### src/rtl/uart_pkg.sv
// Shared constants and FSM encoding for the UART byte receiver.
package uart_pkg;

  localparam int OVERSAMPLE = 16;
  localparam int DATA_BITS  = 8;

  typedef enum logic [2:0] {
    ST_IDLE      = 3'd0,
    ST_START     = 3'd1,
    ST_DATA      = 3'd2,
    ST_STOP      = 3'd3,
    ST_WAIT_IDLE = 3'd4
  } uart_state_t;

  // Clocks per oversample tick, truncated.
  function automatic int calc_div(input int clk_freq, input int baud);
    return clk_freq / (baud * OVERSAMPLE);
  endfunction

endpackage

### src/rtl/uart_baud_tick.sv
// Free-running oversample tick divider; i_restart re-phases it to the current cycle.
module uart_baud_tick #(
  parameter int DIV = 10
) (
  input  logic i_clk,
  input  logic i_rst,
  input  logic i_restart,
  output logic o_tick
);

  localparam int CNT_W = (DIV < 2) ? 1 : $clog2(DIV);
  localparam logic [CNT_W-1:0] LAST = CNT_W'(DIV - 1);

  logic [CNT_W-1:0] r_cnt;

  always_ff @(posedge i_clk or posedge i_rst) begin
    if (i_rst) begin
      r_cnt <= '0;
    end else if (i_restart || (r_cnt == LAST)) begin
      r_cnt <= '0;
    end else begin
      r_cnt <= r_cnt + CNT_W'(1);
    end
  end

  assign o_tick = (r_cnt == LAST) && !i_restart;

endmodule

### src/rtl/uart_byte_rx.sv
// 8N1 UART receiver with 16x oversampling, a one-entry holding register,
// valid/ready handshake and frame-error / overrun pulses.
module uart_byte_rx
  import uart_pkg::*;
#(
  parameter int CLK_FREQ = 100_000_000,
  parameter int BAUD     = 128_000
) (
  input  logic       clock,
  input  logic       fpga_rst,
  input  logic       rx,
  output logic [7:0] rx_data,
  output logic       rx_valid,
  input  logic       rx_ready,
  output logic       frame_err,
  output logic       overrun,
  output logic       busy
);

  localparam int DIV   = calc_div(CLK_FREQ, BAUD);
  localparam int OS_W  = $clog2(OVERSAMPLE);
  localparam int BIT_W = $clog2(DATA_BITS);

  localparam logic [OS_W-1:0]  OS_HALF  = OS_W'(OVERSAMPLE / 2 - 1);
  localparam logic [OS_W-1:0]  OS_LAST  = OS_W'(OVERSAMPLE - 1);
  localparam logic [BIT_W-1:0] BIT_LAST = BIT_W'(DATA_BITS - 1);

  if (DIV < 2) begin : g_div_check
    $error("uart_byte_rx: CLK_FREQ/(BAUD*16) must be at least 2");
  end

  logic                 r_rx_p0;
  logic                 r_rx_s;
  uart_state_t          r_state;
  uart_state_t          w_state_nxt;
  logic [OS_W-1:0]      r_os_cnt;
  logic [OS_W-1:0]      w_os_cnt_nxt;
  logic [BIT_W-1:0]     r_bit_cnt;
  logic [BIT_W-1:0]     w_bit_cnt_nxt;
  logic [DATA_BITS-1:0] r_shift;
  logic [DATA_BITS-1:0] w_shift_nxt;
  logic                 w_restart;
  logic                 w_tick;
  logic                 w_deliver;
  logic                 w_bad_stop;
  logic                 w_hs;
  logic [DATA_BITS-1:0] r_rx_data;
  logic                 r_rx_valid;
  logic                 r_frame_err;
  logic                 r_overrun;

  // Stage p0 -> s: two-flop synchronizer, idles high
  always_ff @(posedge clock or posedge fpga_rst) begin
    if (fpga_rst) begin
      r_rx_p0 <= 1'b1;
      r_rx_s  <= 1'b1;
    end else begin
      r_rx_p0 <= rx;
      r_rx_s  <= r_rx_p0;
    end
  end

  uart_baud_tick #(
    .DIV(DIV)
  ) u_baud_tick (
    .i_clk    (clock),
    .i_rst    (fpga_rst),
    .i_restart(w_restart),
    .o_tick   (w_tick)
  );

  always_ff @(posedge clock or posedge fpga_rst) begin
    if (fpga_rst) begin
      r_state   <= ST_IDLE;
      r_os_cnt  <= '0;
      r_bit_cnt <= '0;
      r_shift   <= '0;
    end else begin
      r_state   <= w_state_nxt;
      r_os_cnt  <= w_os_cnt_nxt;
      r_bit_cnt <= w_bit_cnt_nxt;
      r_shift   <= w_shift_nxt;
    end
  end

  always_comb begin
    w_state_nxt   = r_state;
    w_os_cnt_nxt  = r_os_cnt;
    w_bit_cnt_nxt = r_bit_cnt;
    w_shift_nxt   = r_shift;
    w_restart     = 1'b0;
    w_deliver     = 1'b0;
    w_bad_stop    = 1'b0;
    unique case (r_state)
      ST_IDLE: begin
        if (!r_rx_s) begin
          w_state_nxt   = ST_START;
          w_restart     = 1'b1;
          w_os_cnt_nxt  = '0;
          w_bit_cnt_nxt = '0;
        end
      end
      ST_START: begin
        // Half a bit in: confirm the start bit is still low
        if (w_tick) begin
          if (r_os_cnt == OS_HALF) begin
            w_os_cnt_nxt = '0;
            w_state_nxt  = r_rx_s ? ST_IDLE : ST_DATA;
          end else begin
            w_os_cnt_nxt = r_os_cnt + OS_W'(1);
          end
        end
      end
      ST_DATA: begin
        if (w_tick) begin
          if (r_os_cnt == OS_LAST) begin
            w_os_cnt_nxt  = '0;
            w_shift_nxt   = {r_rx_s, r_shift[DATA_BITS-1:1]};
            w_bit_cnt_nxt = r_bit_cnt + BIT_W'(1);
            if (r_bit_cnt == BIT_LAST) begin
              w_state_nxt = ST_STOP;
            end
          end else begin
            w_os_cnt_nxt = r_os_cnt + OS_W'(1);
          end
        end
      end
      ST_STOP: begin
        if (w_tick) begin
          if (r_os_cnt == OS_LAST) begin
            w_os_cnt_nxt = '0;
            if (r_rx_s) begin
              w_deliver   = 1'b1;
              w_state_nxt = ST_IDLE;
            end else begin
              w_bad_stop  = 1'b1;
              w_state_nxt = ST_WAIT_IDLE;
            end
          end else begin
            w_os_cnt_nxt = r_os_cnt + OS_W'(1);
          end
        end
      end
      ST_WAIT_IDLE: begin
        if (r_rx_s) begin
          w_state_nxt = ST_IDLE;
        end
      end
      default: begin
        w_state_nxt = ST_IDLE;
      end
    endcase
  end

  assign w_hs = r_rx_valid && rx_ready;

  // Holding register: a delivery only lands if the slot is empty or being drained this cycle
  always_ff @(posedge clock or posedge fpga_rst) begin
    if (fpga_rst) begin
      r_rx_data   <= '0;
      r_rx_valid  <= 1'b0;
      r_frame_err <= 1'b0;
      r_overrun   <= 1'b0;
    end else begin
      r_frame_err <= w_bad_stop;
      r_overrun   <= 1'b0;
      if (w_deliver) begin
        if (!r_rx_valid || w_hs) begin
          r_rx_data  <= r_shift;
          r_rx_valid <= 1'b1;
        end else begin
          r_overrun <= 1'b1;
        end
      end else if (w_hs) begin
        r_rx_valid <= 1'b0;
      end
    end
  end

  assign rx_data   = r_rx_data;
  assign rx_valid  = r_rx_valid;
  assign frame_err = r_frame_err;
  assign overrun   = r_overrun;
  assign busy      = (r_state != ST_IDLE);

endmodule

### config.mk
export PLATFORM = sky130hd
export DESIGN_NAME = uart_byte_rx
export DESIGN_NICKNAME = d
export VERILOG_FILES = /design/src/rtl/uart_pkg.sv /design/src/rtl/uart_baud_tick.sv /design/src/rtl/uart_byte_rx.sv
export SDC_FILE = /design/constraint.sdc
export NUM_CORES = 1
export LEC_CHECK = 0
export ABC_CLOCK_PERIOD_IN_PS = 2300
export CAP_MARGIN = 0
export CORE_UTILIZATION = 42
export CTS_CLUSTER_DIAMETER = 80
export DETAILED_ROUTE_END_ITERATION = 6
export PLACE_DENSITY = 0.6
export RECOVER_POWER = 100
export SLEW_MARGIN = 15
export SYNTH_ARGS = -nofsm -noshare
export SYNTH_HDL_FRONTEND = slang
export SYNTH_SLANG_ARGS = --single-unit
### constraint.sdc
create_clock -name clock -period 2.3 [get_ports clock]
set_clock_uncertainty 0.2 [all_clocks]
set_input_delay 0.46 -clock clock [delete_from_list [all_inputs] [get_ports clock]]
set_output_delay 0.46 -clock clock [all_outputs]
set_load 0.01 [all_outputs]
Word level (Yosys, flattened, before mapping) --
Index checks and enable logic that the tools add are counted.
Operators by class: add/sub/neg operators 3, $mul 0, div/mod/pow operators 0, magnitude comparators 0, equality and inequality tests 19, shift operators 0, muxes and demuxes 37, bitwise logic cells 0, reductions and logical operators 18
Operators with widths (count):
- $mux 3 | 13
- $mux 4 | 5
- $pmux 3 s5 | 1
- $mux 1 | 14
- $ne 2x2->1 const B | 6
- $pmux 4 s3 | 1
- $ne 2x1->1 const B | 5
- $reduce_and 9->1 | 1
- $reduce_and 4->1 | 2
- $add 6x1->6 const B | 1
- $eq 3x2->1 const B | 2
- $eq 3x3->1 const B | 2
- $eq 6x6->1 const B | 1
- $mux 6 | 1
- $pmux 3 s2 | 1
- $reduce_bool 3->1 | 2
- $add 4x1->4 const B | 1
- $eq 4x3->1 const B | 1
- $eq 4x4->1 const B | 1
- $reduce_and 2->1 | 2
- $reduce_bool 2->1 | 2
- $add 3x1->3 const B | 1
- $eq 3x1->1 const B | 1
- $logic_not 3->1 | 1
- other kinds (6) | 9
Storage, ports and cells: bits in registers 37, latch bits 0, memory bits (writable) 0, bits in read-only memories 0, bits of input ports 4, output and inout port bits 12, word-level logic and storage cells 88, memories kept 0

Logic depth before layout (Yosys ltp) --
word-level depth 8, depth in mapped cells 6

Cells and area by module --
From an unflattened synthesis, not the netlist that was laid out.
Second synthesis, totals: cell total of the unflattened synthesis 136, area total of the unflattened synthesis 1749.2 um^2
By module, submodules not included:
- uart_byte_rx | instances 1, cells each 110, area an instance 1471.4 um^2, seq. area each 778.2 um^2
- uart_baud_tick | instances 1, cells each 26, area an instance 277.8 um^2, seq. area each 150.1 um^2

Least setup slack after synthesis --
Ideal clock, no wire load.
path kind register to register, start register u_baud_tick.r_cnt[0], end register r_shift[0], data arrival time 1.576 ns, data required time 1.975 ns, path slack 0.398 ns, stages on the path, launching flop included 6, path buffers 1, path through dfrtp_1 > ha_1 > nand3_4 > nor4_4 > buf_6 > mux2_4
Between the ends: cells in the longest elaborated chain, start to end 3
Ends and longest elaborated chain:
- from (decl) | RTL line uart_baud_tick.sv:14 | logic [CNT_W-1:0] r_cnt;
- from (signal assigned) | RTL line uart_baud_tick.sv:22 | r_cnt <= r_cnt + CNT_W'(1);
- $eq 6x6->1 | RTL line uart_baud_tick.sv:26 | assign o_tick = (r_cnt == LAST) && !i_restart;
- $logic_and 1x1->1 | RTL line uart_baud_tick.sv:26
- $reduce_and 3->1 (no source line)
- to (signal assigned) | RTL line uart_byte_rx.sv:82 | r_shift <= w_shift_nxt;
- to (decl) | RTL line uart_byte_rx.sv:40 | logic [DATA_BITS-1:0] r_shift;
Every way passes these cells. A chain may end at the register's enable or synchronous reset.

Worst setup path in the final report --
start register r_state[0], end output port busy
Between the ends: cells in the longest elaborated chain, start to end 1
Ends and longest elaborated chain:
- from (decl) | RTL line uart_byte_rx.sv:34 | uart_state_t r_state;
- from (signal assigned) | RTL line uart_byte_rx.sv:79 | r_state <= w_state_nxt;
- $reduce_bool 3->1 | RTL line uart_byte_rx.sv:184 | assign busy = (r_state != ST_IDLE);
- to (decl) | RTL line uart_byte_rx.sv:17 | output logic busy
Every way passes these cells.

==> results.cfg <==
[clocking]
clk_latency_ns = 0.28
post_cts_buffers = 0
tritoncts = yes
path_clk_slew_ns = 0.08
h-tree-depth = 2
clockBufferDepth = 2
cts_sinks = 37
cts_buffers = 5
ctsRootBufferMaster = clkbuf_8

[synth]
synthAdderAreaFrac_pct = 2.97
synth_cell_types = 42
synth_flop_cell = dfrtp_1
synth_xor_area_share_pct = 2.60
synth_top_family_by_area = simple AND/OR/NAND/NOR gates
synth_top_area_share_pct = 52.0
synthArstFlopShare_pct = 100
synth_edf_count = 0
syn_nets = 144
synth-compound-area-share_pct = 6.31
ys_seq_elements = 37
syn_avg_cell_area_um2 = 12.4
synth_area_leaders = dfrtp_1, mux2_2, mux2_4, dfstp_2, nor2_1
synth_area_um2 = 1690
synth_seq_area_share_pct = 55.1
synthMuxAreaShare_pct = 13.1
yosys.area_share.simple_pct = 17.5
synthCells = 136
ys.warnings.count = 0
synth.largest_area_cell = dfrtp_1

[final_layout]
fin_nets = 166
fin_area_um2 = 1990
final_cell_mix = dfrtp_1, nor2_1, nand2_1, dlygate4sd3_1, mux2_2
drive_gt1_share_pct = 23.3
area_growth_pct = 17.9
diodes = 0
layout_commonest_cell = dfrtp_1
fin_util_pct = 53.1

[floorplan]
chipHeight_um = 65.3
floorplan.initialDensity_pct = 45.0
fp.dieArea_um2 = 4270
placementRows = 22
die_w_um = 65.3
io_pins = 16
core_um2 = 3740

[timing]
slew_violations = 0
hold_viol = 0
slew_headroom_pct = 40.4
worst_pin_slew_ns = 0.894
post-route-period-util_pct = 94.6
setup_violations = 0
min_period_ns = 2.18
rsz0062_at_grt = false
fmax_ghz = 0.460
fin_tns_setup_ns = 0

[detailed_routing]
post-route-drc-count = 0
drt_iter0_drc = 95
vias = 1090
routed_wl_um = 2830
first_pass_iters = 4
ant_nets = 0
post_drt_via_cell_ratio = 5.27
wl_per_cell_um = 13.7

[global_route]
track_usage_pct = 15.4
grt_pass1_vias = 1009
grt_max_degree = 38
antenna_found_initial = 0
gr-total-overflow = 0
grt_pass1_wl_um = 4930

[outcome]
status = complete, no violations

[worst_setup_path]
critPathKind = reg2out
critPathLaunchType = flop
end_kind = primary output
cp.required_ns = 1.64
slowest_delay_ns = 0.47
arrival_ns = 1.52
crit_chain = or3_2, dlygate4sd2_1
crit_fanout = 9
cp_slowest_cell = dfrtp_1

[placed_design]
portBuffers = 15
gp_congestion = 0.797
dpl_cell_area_um2 = 1900
place_hpwl_um = 1970

[power]
power-per-cell-area_nw_per_um2 = 619
irDropWorstVdd_mv = 0.305
p_leak_nw = 0.979

[min_path]
hold_class = reg2reg

[job]
max_cap_violations = 0
## cells in the mapped netlist (all sizes together) (2+ instances only)
library cell  number
a21oi              3
and3               3
buf                3
clkbuf             2
dfrtp             35
dfstp              2
ha                 4
mux2              17
nand2             13
nand2b             2
nand3              5
nand4              2
nor2              14
nor3               3
nor4               2
o21ai              5
xnor2              3
xor2               2
## worst max-delay path: cells and delay by family, from the launching register on
family	cells	cell delay (ns)
and+or+nand+nor	1	0.47
buffers and inverters	1	0.29
DFF	1	0.47
## state kept, by name (all words and copies together), names as in the netlist
signal	cells
overrun	1
r_bit_cnt	3
rx_valid	1
r_rx_p0	1
u_baud_tick.r_cnt	6
r_shift	8
r_rx_s	1
r_state	3
frame_err	1
r_os_cnt	4
rx_data	8
## what timing repair did
item,in CTS,in global routing
hold buffers,0,0
gates resized for setup,3,0
setup endpoints to repair,1,0
hold endpoints to repair,0,0
## logic make-up (layout without fill, tap and decap cells)
kind of cell / Yosys count / after routing
fa+ha+maj: 4 / 4
buf+inv: 6 / 29
compound gates: 16 / 16
xor+xnor: 5 / 5
flops: 37 / 37
simple gates: 50 / 50
mux: 18 / 18
## power by group
part	leakage (nW)	switching (mW)	internal, mW
clock	0.0543	0.232	0.324
sequential	0.499	0.00279	0.653
combinational	0.426	0.0135	0.00510
total	0.979	0.248	0.983
## final cells by class
class | instances | area, µm²
clock buffers | 5 | 68.8
well taps | 48 | 60.1
fillers | 371 | 1760
clock inverters | 3 | 46.3
repair buffers | 20 | 178
multi-input cells | 93 | 701
flip-flops and latches | 37 | 930
inverters | 1 | 3.75
## through the flow
stage / hold WS (ns) / worst slack (ns) / instances / total power, mW
after floorplan: 0.145 / 0.398 / 136 / 0.679
after global placement: 0.151 / 0.242 / 199 / 0.689
after detailed placement: 0.149 / 0.238 / 199 / 0.690
after CTS: 0.164 / 0.136 / 207 / 1.25
after global routing: 0.166 / 0.0779 / 207 / 1.29
final: 0.164 / 0.124 / 207 / 1.23
## path summary, 6_finish.rpt
kind	start	endpoint	slack (ns)	depth (start not counted)
min in group asynchronous	fpga_rst	rx_data[1]$_DFFE_PP0P_	0.68	3
worst min-delay path	r_rx_p0$_DFF_PP1_	r_rx_s$_DFF_PP1_	0.16	0
worst max register to register	r_os_cnt[0]$_DFFE_PP0P_	r_shift[7]$_DFFE_PP0P_	0.25	5
worst max-delay path	r_state[0]$_DFFE_PP0P_	busy	0.12	2
max in group asynchronous	fpga_rst	r_state[1]$_DFFE_PP0P_	0.60	3
worst min register to register	r_rx_p0$_DFF_PP1_	r_rx_s$_DFF_PP1_	0.16	0
## per-layer routing
layer | track usage [%] | part of all wire, % | wire [µm]
met1 | 21.1 | 48 | 1370
met3 | 4.69 | 4.2 | 118
met4 | 4.89 | 1.3 | 36
met5 | 0 | 0 | 0
met2 | 23.2 | 46 | 1300
Note: power is estimated with default switching activity, not from simulation.
